## src/rtl/uart_tx_arbiter_pkg.sv

```systemverilog
// Shared types for the UART transmit arbiter: FSM encoding, byte width and
// the latched byte/last pair handed to the UART core.
package uart_tx_arbiter_pkg;

  localparam int UART_BYTE_W = 8;

  typedef logic [UART_BYTE_W-1:0] byte_t;

  typedef enum logic [2:0] {
    ST_IDLE      = 3'd0,
    ST_FETCH     = 3'd1,
    ST_START     = 3'd2,
    ST_WAIT_DONE = 3'd3,
    ST_GAP       = 3'd4
  } arb_state_e;

  typedef struct packed {
    byte_t data;
    logic  last;
  } tx_byte_t;

  // Next round-robin slot after idx, wrapping at n.
  function automatic int rr_next(input int idx, input int n);
    return (idx + 1 >= n) ? 0 : idx + 1;
  endfunction

endpackage

```

## src/rtl/uart_tx_arbiter_if.sv

```systemverilog
// Byte-source and UART-core handshake bundle. The arbiter takes the slave
// view; the sources/UART core (or a bench standing in for them) take master.
interface uart_tx_arbiter_if #(
  parameter int NUM_REQ = 2
);
  import uart_tx_arbiter_pkg::*;

  logic [NUM_REQ-1:0]         req_valid;
  byte_t [NUM_REQ-1:0]        req_data;
  logic [NUM_REQ-1:0]         req_last;
  logic [NUM_REQ-1:0]         req_ready;
  logic [NUM_REQ-1:0]         grant;
  byte_t                      tx_data;
  logic                       tx_start;
  logic                       tx_busy;
  logic                       tx_done;
  logic                       abort;

  modport master (
    output req_valid, req_data, req_last, tx_busy, tx_done,
    input  req_ready, grant, tx_data, tx_start, abort
  );

  modport slave (
    input  req_valid, req_data, req_last, tx_busy, tx_done,
    output req_ready, grant, tx_data, tx_start, abort
  );

endinterface

```

## src/rtl/uart_rr_pick.sv

```systemverilog
// Combinational round-robin picker: first set request at or above ptr_i,
// wrapping around. Kept generic so other shared-resource blocks can reuse it.
module uart_rr_pick
  import uart_tx_arbiter_pkg::*;
#(
  parameter  int N  = 2,
  localparam int PW = (N > 1) ? $clog2(N) : 1
) (
  input  logic [N-1:0]  req_i,
  input  logic [PW-1:0] ptr_i,
  output logic [N-1:0]  win_oh_o,
  output logic [PW-1:0] win_idx_o,
  output logic          win_any_o
);

  function automatic logic [PW-1:0] slot(input logic [PW-1:0] p, input int k);
    int s;
    s = int'(p) + k;
    if (s >= N) s = s - N;
    return PW'(s);
  endfunction

  always_comb begin
    win_oh_o  = '0;
    win_idx_o = '0;
    win_any_o = 1'b0;
    for (int k = 0; k < N; k++) begin
      if (!win_any_o && req_i[slot(ptr_i, k)]) begin
        win_any_o              = 1'b1;
        win_idx_o              = slot(ptr_i, k);
        win_oh_o[slot(ptr_i, k)] = 1'b1;
      end
    end
  end

endmodule

```

## src/rtl/uart_tx_arbiter.sv

```systemverilog
// Packet-granular round-robin sharing of one UART byte transmitter between
// NUM_REQ sources, with owner stall timeout and an idle gap between packets.
module uart_tx_arbiter
  import uart_tx_arbiter_pkg::*;
#(
  parameter int NUM_REQ        = 2,
  parameter int GAP_CYCLES     = 16,
  parameter int TIMEOUT_CYCLES = 5_000_000
) (
  input  logic              sys_clk,
  input  logic              sys_rst_n,
  uart_tx_arbiter_if.slave  bus
);

  localparam int PW = $clog2(NUM_REQ);
  localparam int TW = $clog2(TIMEOUT_CYCLES);
  localparam int GW = $clog2(GAP_CYCLES + 1);

  arb_state_e         state_q,   state_d;
  logic [NUM_REQ-1:0] grant_q,   grant_d;
  logic [NUM_REQ-1:0] ready_q,   ready_d;
  logic [PW-1:0]      owner_q,   owner_d;
  logic [PW-1:0]      rr_ptr_q,  rr_ptr_d;
  logic [TW-1:0]      tmo_cnt_q, tmo_cnt_d;
  logic [GW-1:0]      gap_cnt_q, gap_cnt_d;
  tx_byte_t           txb_q,     txb_d;
  logic               abort_q,   abort_d;
  logic               tx_start_c;

  logic [NUM_REQ-1:0] win_oh;
  logic [PW-1:0]      win_idx;
  logic               win_any;
  logic               accept;

  uart_rr_pick #(.N(NUM_REQ)) u_pick (
    .req_i     (bus.req_valid),
    .ptr_i     (rr_ptr_q),
    .win_oh_o  (win_oh),
    .win_idx_o (win_idx),
    .win_any_o (win_any)
  );

  // ready_q is only ever nonzero for the owner while fetching
  assign accept = |(bus.req_valid & ready_q);

  always_comb begin
    state_d    = state_q;
    grant_d    = grant_q;
    ready_d    = '0;
    owner_d    = owner_q;
    rr_ptr_d   = rr_ptr_q;
    tmo_cnt_d  = tmo_cnt_q;
    gap_cnt_d  = gap_cnt_q;
    txb_d      = txb_q;
    abort_d    = 1'b0;
    tx_start_c = 1'b0;

    case (state_q)
      ST_IDLE: begin
        if (win_any) begin
          state_d   = ST_FETCH;
          grant_d   = win_oh;
          owner_d   = win_idx;
          ready_d   = win_oh;
          tmo_cnt_d = '0;
        end
      end

      ST_FETCH: begin
        if (accept) begin
          txb_d.data = bus.req_data[owner_q];
          txb_d.last = bus.req_last[owner_q];
          tmo_cnt_d  = '0;
          state_d    = ST_START;
        end else if (tmo_cnt_q == TW'(TIMEOUT_CYCLES - 1)) begin
          abort_d   = 1'b1;
          state_d   = ST_GAP;
          grant_d   = '0;
          gap_cnt_d = '0;
          rr_ptr_d  = PW'(rr_next(int'(owner_q), NUM_REQ));
        end else begin
          tmo_cnt_d = tmo_cnt_q + TW'(1);
          ready_d   = grant_q;
        end
      end

      // Launch is decoded from tx_busy so the frame starts the cycle the core frees up.
      ST_START: begin
        if (!bus.tx_busy) begin
          tx_start_c = 1'b1;
          state_d    = ST_WAIT_DONE;
        end
      end

      ST_WAIT_DONE: begin
        if (bus.tx_done) begin
          if (txb_q.last) begin
            state_d   = ST_GAP;
            grant_d   = '0;
            gap_cnt_d = '0;
            rr_ptr_d  = PW'(rr_next(int'(owner_q), NUM_REQ));
          end else begin
            state_d   = ST_FETCH;
            ready_d   = grant_q;
            tmo_cnt_d = '0;
          end
        end
      end

      ST_GAP: begin
        if (gap_cnt_q == GW'(GAP_CYCLES - 1)) state_d = ST_IDLE;
        else                                  gap_cnt_d = gap_cnt_q + GW'(1);
      end

      default: begin
        state_d = ST_IDLE;
        grant_d = '0;
      end
    endcase
  end

  always_ff @(posedge sys_clk) begin
    if (!sys_rst_n) begin
      state_q   <= ST_IDLE;
      grant_q   <= '0;
      ready_q   <= '0;
      owner_q   <= '0;
      rr_ptr_q  <= '0;
      tmo_cnt_q <= '0;
      gap_cnt_q <= '0;
      txb_q     <= '0;
      abort_q   <= 1'b0;
    end else begin
      state_q   <= state_d;
      grant_q   <= grant_d;
      ready_q   <= ready_d;
      owner_q   <= owner_d;
      rr_ptr_q  <= rr_ptr_d;
      tmo_cnt_q <= tmo_cnt_d;
      gap_cnt_q <= gap_cnt_d;
      txb_q     <= txb_d;
      abort_q   <= abort_d;
    end
  end

  assign bus.grant     = grant_q;
  assign bus.req_ready = ready_q;
  assign bus.tx_data   = txb_q.data;
  assign bus.tx_start  = tx_start_c;
  assign bus.abort     = abort_q;

endmodule
```

## src/flat_wrapper.sv

```systemverilog
// flat-port wrapper written by rule: the top's interface ports become plain ports
module uart_tx_arbiter_flat import uart_tx_arbiter_pkg::*;
#(
  parameter int NUM_REQ        = 2,
  parameter int GAP_CYCLES     = 16,
  parameter int TIMEOUT_CYCLES = 5_000_000
)
  (sys_clk, sys_rst_n, bus_req_valid, bus_req_data, bus_req_last, bus_tx_busy, bus_tx_done, bus_req_ready, bus_grant, bus_tx_data, bus_tx_start, bus_abort);
  uart_tx_arbiter_if #(.NUM_REQ(NUM_REQ)) bus_i ();
  input  logic sys_clk;
  input  logic sys_rst_n;
  input wire logic [$bits(bus_i.req_valid)-1:0] bus_req_valid;
  input wire logic [$bits(bus_i.req_data)-1:0] bus_req_data;
  input wire logic [$bits(bus_i.req_last)-1:0] bus_req_last;
  input wire logic [$bits(bus_i.tx_busy)-1:0] bus_tx_busy;
  input wire logic [$bits(bus_i.tx_done)-1:0] bus_tx_done;
  output wire logic [$bits(bus_i.req_ready)-1:0] bus_req_ready;
  output wire logic [$bits(bus_i.grant)-1:0] bus_grant;
  output wire logic [$bits(bus_i.tx_data)-1:0] bus_tx_data;
  output wire logic [$bits(bus_i.tx_start)-1:0] bus_tx_start;
  output wire logic [$bits(bus_i.abort)-1:0] bus_abort;
  assign bus_i.req_valid = bus_req_valid;
  assign bus_i.req_data = bus_req_data;
  assign bus_i.req_last = bus_req_last;
  assign bus_i.tx_busy = bus_tx_busy;
  assign bus_i.tx_done = bus_tx_done;
  assign bus_req_ready = bus_i.req_ready;
  assign bus_grant = bus_i.grant;
  assign bus_tx_data = bus_i.tx_data;
  assign bus_tx_start = bus_i.tx_start;
  assign bus_abort = bus_i.abort;
  uart_tx_arbiter #(.NUM_REQ(NUM_REQ), .GAP_CYCLES(GAP_CYCLES), .TIMEOUT_CYCLES(TIMEOUT_CYCLES)) u_core (.sys_clk(sys_clk), .sys_rst_n(sys_rst_n), .bus(bus_i));
endmodule
```

## config.mk

```make
export PLATFORM = sky130hd
export DESIGN_NAME = uart_tx_arbiter_flat
export DESIGN_NICKNAME = d
export VERILOG_FILES = /design/src/rtl/uart_tx_arbiter_pkg.sv /design/src/rtl/uart_tx_arbiter_if.sv /design/src/rtl/uart_rr_pick.sv /design/src/rtl/uart_tx_arbiter.sv /design/src/flat_wrapper.sv
export SDC_FILE = /design/constraint.sdc
export NUM_CORES = 1
export LEC_CHECK = 0
export CAP_MARGIN = 20
export CORE_MARGIN = 2
export CORE_UTILIZATION = 31
export DETAILED_ROUTE_END_ITERATION = 8
export SYNTH_ARGS = -nofsm -noshare
export SYNTH_HDL_FRONTEND = slang
export SYNTH_SLANG_ARGS = --single-unit
```

## constraint.sdc

```tcl
create_clock -name sys_clk -period 2.08 [get_ports sys_clk]
set_input_delay 0.208 -clock sys_clk [delete_from_list [all_inputs] [get_ports sys_clk]]
set_output_delay 0.208 -clock sys_clk [all_outputs]
set_load 0.03 [all_outputs]
```

==> results.md, run 1 <==
* Outcome: finished clean
* HPWL reported at the end of detailed placement at 5280 µm
* Share of cells above drive strength 1 at between 10% and 20%
* Clock power frac at 24.1%
* Fmax at between 500 and 600 MHz
* GRT Util Overall at between 10% and 20%
* Worst path max stage delay at roughly 0.50 ns
* Switching part of the total at between 30% and 40%
* DRT Wirelength at 7220 µm
* Syn_area_per_cell at 8.09 µm²
* Syn_nets at 360
* Initial antenna violation count at 0
* Post-DRT Antenna Nets at 0
* Die Area at 9450 µm²
* Initial detailed-routing violation count at between 200 and 250
* Largest area contributor in the netlist: dfxtp_1
* TritonRoute pass-1 iters at 4
* Async SR Flop Fraction at 0%
* Psw at about 1100 µW
* Ys Warns at 0
* Crit path max-delay family: simple AND/OR/NAND/NOR gates
* Final Util at 40.5%
* Clock skew at between 0.005 and 0.006 ns
* Final hold vios at 0
* P_int at 1810 µW
* R2r setup slk at 0.1 ns
* Number of synthesized flops with an enable pin at 0
* Rows at 34
* Crit. End Element: register
* Min Clock Period, post-route at 1.98 ns
* Arrival @ worst endpoint at approximately 2.2 ns
* Vias in the first global route at 2495
* Largest net degree at the start of global routing at 28
* Crit start category: register
* H-tree depth at 2
* HP Start: u_core.gap_cnt_q[4]
* GRT overflow at 0
* First-pass GRT wire length at 12300 µm
* Reg2reg end: u_core.gap_cnt_q[2]
* Critical Path RT at 2.32 ns
* Core area at 8590 µm²
* CP max FO at 4
* P&R area growth vs syn at 29.2%
* Max clock buf depth at 2
* Final period util at 95.2%
* R2R cell count at 6
* Setup crit end: u_core.gap_cnt_q[2]
* IO buf count at 37
* Worst path cell trace: ha_1, and3_1, ha_1, o211a_4, or4b_1, a31oi_1
* CTS Hold Bufs at 0
* Slew of the pin with the lowest slew margin at 0.582 ns
* Top FF cell, synth: dfxtp_1
* Most frequent cell after synthesis: dfxtp_1
* Synthesized instance count at 333
* Total CTS buffers at 5
* Inserted Diodes at 0
* WP depth at 6
* DR vias at between 2000 and 3000
* Final setup fails at 0
* Worst R2R Start: u_core.gap_cnt_q[0]
* Sink Count at 47
* Synth cell count leaders: dfxtp_1 (47), nand2_1 (37), a21oi_1 (26)
* Clk_lat worst skew at 0.30 ns
* Worst setup path class: reg2reg
* Ports at 38
* Dpl cells at approximately 490
* Slowest CP cell: or4b_1
* Lkg Pwr at 0.00117 µW
* Fill count at 880
* Die H at 97.2 µm
* Yosys cell types at 59
* Finished Layout Cells at 498
* Clk slew on worst S/H paths at 0.09 ns
* CTS root buf: clkbuf_8
* Critical path origin: u_core.gap_cnt_q[0]
* Bufs and invs on worst path at 0
* Sequential share of the synthesized area at about a third
* #FFs+latches synth at 47
* Final Max Slew Viols at 0
* Max IR drop VDD at 0.534 mV
* Share of the synthesized area in the top cell type at 34.9%
* PD cells at approximately 820 nW/µm²
* Cell area after synthesis at around 2700 µm²
* Top cells by area, synth: dfxtp_1 (35%), mux2i_1 (5.2%), nand2_1 (5.2%), a21oi_1 (4.8%), o21ai_0 (3.7%)
* Residual DRC at 0
* Drt via density at about 5.3
* Seq pwr share at 37.0%
* MaxCap Viol Count at 0
* Initial Util at between 30% and 40%
* Relative slew slack at around 60%
* NumNets Final at 416
* HP Class: reg2reg
* Most common cell on crit path: ha_1
* Die width at 97.2 µm
* GP Congestion at ~0.85
* Comb pwr share at 38.9%
* CTS tree: built
* Post-DR wirelength/cell at 14.5 µm
## flip-flops by register name (all words and copies together), names as in the netlist
signal and flops:
u_core.state_q 3, u_core.owner_q 1, u_core.txb_q 1, u_core.bus.tx_data 8
u_core.bus.req_ready 2, u_core.tmo_cnt_q 23, u_core.gap_cnt_q 5, u_core.bus.grant 2
u_core.rr_ptr_q 1, u_core.bus.abort 1
## worst min-delay path by stage
stage	to	slack, ns	depth (start not counted)
2_1_floorplan	u_core.rr_ptr_q	0.36	2
3_3_place_gp	u_core.gap_cnt_q[4]	0.44	2
3_5_place_dp	u_core.gap_cnt_q[4]	0.46	2
4_1_cts	u_core.gap_cnt_q[4]	0.47	2
5_1_grt	u_core.gap_cnt_q[0]	0.51	1
6_report	u_core.gap_cnt_q[4]	0.47	2
## tightest hold or removal path, stage by stage (launching register included)
cell and delay (ns):
dfxtp_1 0.32, nand2_1 0.05, mux2i_1 0.05
## per-layer routing
layer  up-vias  wire, µm  share of wire [%]  track usage (%)
met5         -         0                  0                0
met4         0        63               0.87             4.17
met3         4       258                3.6             2.73
met2        50      3450                 48             24.8
met1      1253      3450                 48             21.4
li1       1357         -                  -                -
## layout by cell type (no fill, tap or decap), types with 6 or more instances in the layout
cell / Yosys / routed
a211oi_1: 9 / 9
a21oi_1: 26 / 26
a31oi_1: 12 / 12
buf_4: 8 / 37
clkdlybuf4s50_1: 0 / 36
dfxtp_1: 47 / 44
mux2i_1: 14 / 14
nand2_1: 37 / 37
nand3_1: 15 / 14
nand4_1: 6 / 6
nor2_1: 24 / 24
nor3_1: 12 / 12
o21ai_0: 20 / 19
## cells by family after synthesis
kind of cell             synth area share (%)
AND/OR/NAND/NOR                          27.8
AO/OA/AOI/OAI                            24.4
flip-flops                               34.9
buffers and inverters                    6.27
multiplexers                             5.20
adder cells (fa/ha/maj)                  1.39
## what timing repair did
action | in CTS | in global routing
buffers inserted | 0 | 3
setup endpoints to repair | 1 | 8
endpoints found under the hold margin | 0 | 0
pin swaps | 0 | 4
gates resized for setup | 1 | 10
## power groups by stage
stage / logic, µW / registers [µW] / clock network, µW
2_1_floorplan: 714 / 1070 / 0
3_3_place_gp: 1090 / 1080 / 0
3_5_place_dp: 1100 / 1080 / 0
4_1_cts: 1100 / 1060 / 706
5_1_grt: 1220 / 1080 / 741
6_report: 1120 / 1060 / 691
## through the flow
| step | hold WS [ns] | power (µW) | setup slack, ns | cell area, µm² | TNS (ns) |
|---|---|---|---|---|---|
| floorplan | 0.364 | 1780 | 0.239 | 2690 | 0 |
| global placement | 0.445 | 2180 | 0.0395 | 3320 | 0 |
| detailed placement | 0.460 | 2180 | -0.00241 | 3320 | -0.00241 |
| CTS | 0.474 | 2870 | 0.0478 | 3430 | 0 |
| global route | 0.507 | 3040 | -0.00807 | 3480 | -0.00807 |
| finish | 0.467 | 2870 | 0.0999 | 3480 | 0 |
## layout make-up
cell class / instances / area (µm²) / share of cell area, %
inverters: 7 / 31.3 / 0.899
clock inverters: 3 / 43.8 / 1.26
multi-input cells: 254 / 1600 / 46.1
repair buffers: 74 / 647 / 18.6
flip-flops and latches: 47 / 950 / 27.3
well taps: 108 / 135 / 3.88
clock buffers: 5 / 68.8 / 1.98
Power figures use the tool's default switching activity.
==> inputs of run 2 (changes only) <==
- CORE_UTILIZATION: 31 -> 45
- PLACE_DENSITY: not set -> 0.68
==> run 2 against run 1 <==
Effect of this change: sequential share of layout area about the same; global-route usage is 6.3 points higher; utilization increased by 19 points; critical path type unchanged.
==> results.md, run 2 (same netlist as run 1, synthesis figures left out) <==
* Inserted Diodes at 0
* HP Class: reg2reg
* MaxCap Viol Count at 0
* Worst path max stage delay at 0.55 ns
* Worst R2R Start: u_core.tmo_cnt_q[18]
* Largest reg by FF count: u_core.tmo_cnt_q
* First-pass GRT wire length at 11300 µm
* R2r setup slk at 0.11 ns
* Commonest non-fill, non-tap cell in the layout: dfxtp_1
* Slowest CP cell: or4bb_1
* GP Congestion at 0.902
* Final hold slack at 0.472 ns
* Hold Crit Endpoint: u_core.gap_cnt_q[4]
* Arrival @ worst endpoint at around 2.2 ns
* NumNets Final at 420
* RSZ-0062 raised after global routing: true
* Slew of the pin with the lowest slew margin at 0.577 ns
* Most frequent cells in the layout: dfxtp_1 (46), buf_4 (39), nand2_1 (37)
* DR vias at 2714
* Worst setup path class: reg2reg
* TritonRoute pass-1 iters at 5
* H-tree depth at 2
* Worst path cell trace: or4bb_1, nor4_4, nand2_2, o21ai_1, mux2i_1
* Vias in the first global route at between 2000 and 2500
* Final period util at 94.9%
* Hold Path Depth at 2
* Initial Util at 46.0%
* HP Start: u_core.gap_cnt_q[4]
* Critical Path RT at 2.32 ns
* Crit start category: register
* Min Clock Period, post-route at 1.97 ns
* Final Util at 59.1%
* R2R cell count at 5
* HPWL reported at the end of detailed placement at a little over 5000 µm
* Clk slew on worst S/H paths at 0.09 ns
* PD cells at 809 nW/µm²
* Fill count at 525
* Share of cells above drive strength 1 at 19.0%
* CTS tree: built
* P&R area growth vs syn at 28.4%
* Post-DRT Antenna Nets at 0
* Fmax at 507 MHz
* Lkg Pwr at about 0.0012 µW
* Largest register FFs at 23
* Max clock buf depth at 2
* Residual DRC at 0
* Crit. End Element: register
* Dpl cells at 461
* Die Area at roughly 6600 µm²
* TNS Setup at 0 ns
* Clock skew at ~0.0032 ns
* CTS root buf: clkbuf_8
* M3 GR Usage at roughly 4.0%
* Final Max Slew Viols at 0
* Reg2reg end: u_core.rr_ptr_q
* Outcome: finished clean
* Die width at 81.4 µm
* Initial detailed-routing violation count at 279
* GRT overflow at 0
* CP max FO at 7
* Ports at 38
* Post-DR wirelength/cell at approximately 15 µm
* Finished Layout Cells at ~470
* Post-CTS Setup Inserts at 0
* Final setup fails at 0
* Initial antenna violation count at 0
* Placed inst area at between 3000 and 4000 µm²
* Reg area at between 900 and 1000 µm²
* Final hold vios at 0
* Multi-input gate area at 1600 µm²
* GRT Util Overall at 21.7%
* Relative slew slack at 61.5%
* Design area at 3460 µm²
* Total CTS buffers at 5
* Max IR drop VDD at 0.547 mV
* Met2 Track Usage GR at 34.0%
* Die H at 81.4 µm
* DRT Wirelength at 6990 µm
* Sink Count at 47
* Rows at 28
* Clk_lat worst skew at around 0.30 ns
* Grt met1 use at 30.8%
* Core area at 5850 µm²
* Drt via density at 5.79
* Most Crowded Layer GR: met2
* Largest net degree at the start of global routing at 24
* IO buf count at 37
-- run 2: cell types whose count changed in the layout (fill, tap and decap cells not counted), sizes merged --
cell / change
buf: +4
clkinvlp: +2
bufinv: -1
clkinv: -1
-- run 2: metal layers --
metal / share of wire, % / vias up
li1: - / 1367
met1: 47 / 1267
met2: 47 / 71
met3: 5.0 / 9
met4: 1.2 / 0
met5: 0 / -
-- run 2: where the power goes --
part	switching, µW	internal (µW)
registers	95.4	971
logic	632	535
clock network	331	235
-- run 2: cell type report --
cell class | instances | area share, %
tap | 75 | 2.71
clock inverter | 3 | 0.579
multi-input combinational | 254 | 46.3
timing repair buffer | 78 | 20.3
clock buffer | 5 | 1.99
inverter | 7 | 0.904
sequential | 47 | 27.2
-- run 2: worst max-delay path by stage --
stage	endpoint	startpoint	slack [ns]
after floorplan	u_core.gap_cnt_q[2]	u_core.gap_cnt_q[0]	0.24
after global placement	u_core.gap_cnt_q[2]	bus_tx_done	0.04
after detailed placement	u_core.gap_cnt_q[2]	bus_tx_done	0.02
after CTS	u_core.gap_cnt_q[4]	u_core.tmo_cnt_q[12]	0.05
after global routing	u_core.gap_cnt_q[4]	u_core.tmo_cnt_q[18]	0.0003
final	u_core.rr_ptr_q	u_core.tmo_cnt_q[18]	0.11
-- run 2: worst max-delay path, delay by kind of cell (launching register included) --
kind	cells	cell delay, ns
AND/OR/NAND/NOR	3	1.14
flip-flops	1	0.34
AO/OA/AOI/OAI	1	0.23
multiplexers	1	0.20
-- run 2: metrics by stage --
stage	setup slack (ns)	power, µW
finish	0.107	2800
floorplan	0.239	1780
detailed placement	0.0185	2230
global route	0.000251	2970
global placement	0.0444	2220
CTS	0.0510	2790
-- run 2: what timing repair did --
item                       in CTS  in global routing
resized for setup               2                  4
hold buffers                    0                  0
setup endpoints to repair       1                  5
pin swaps                       0                  1
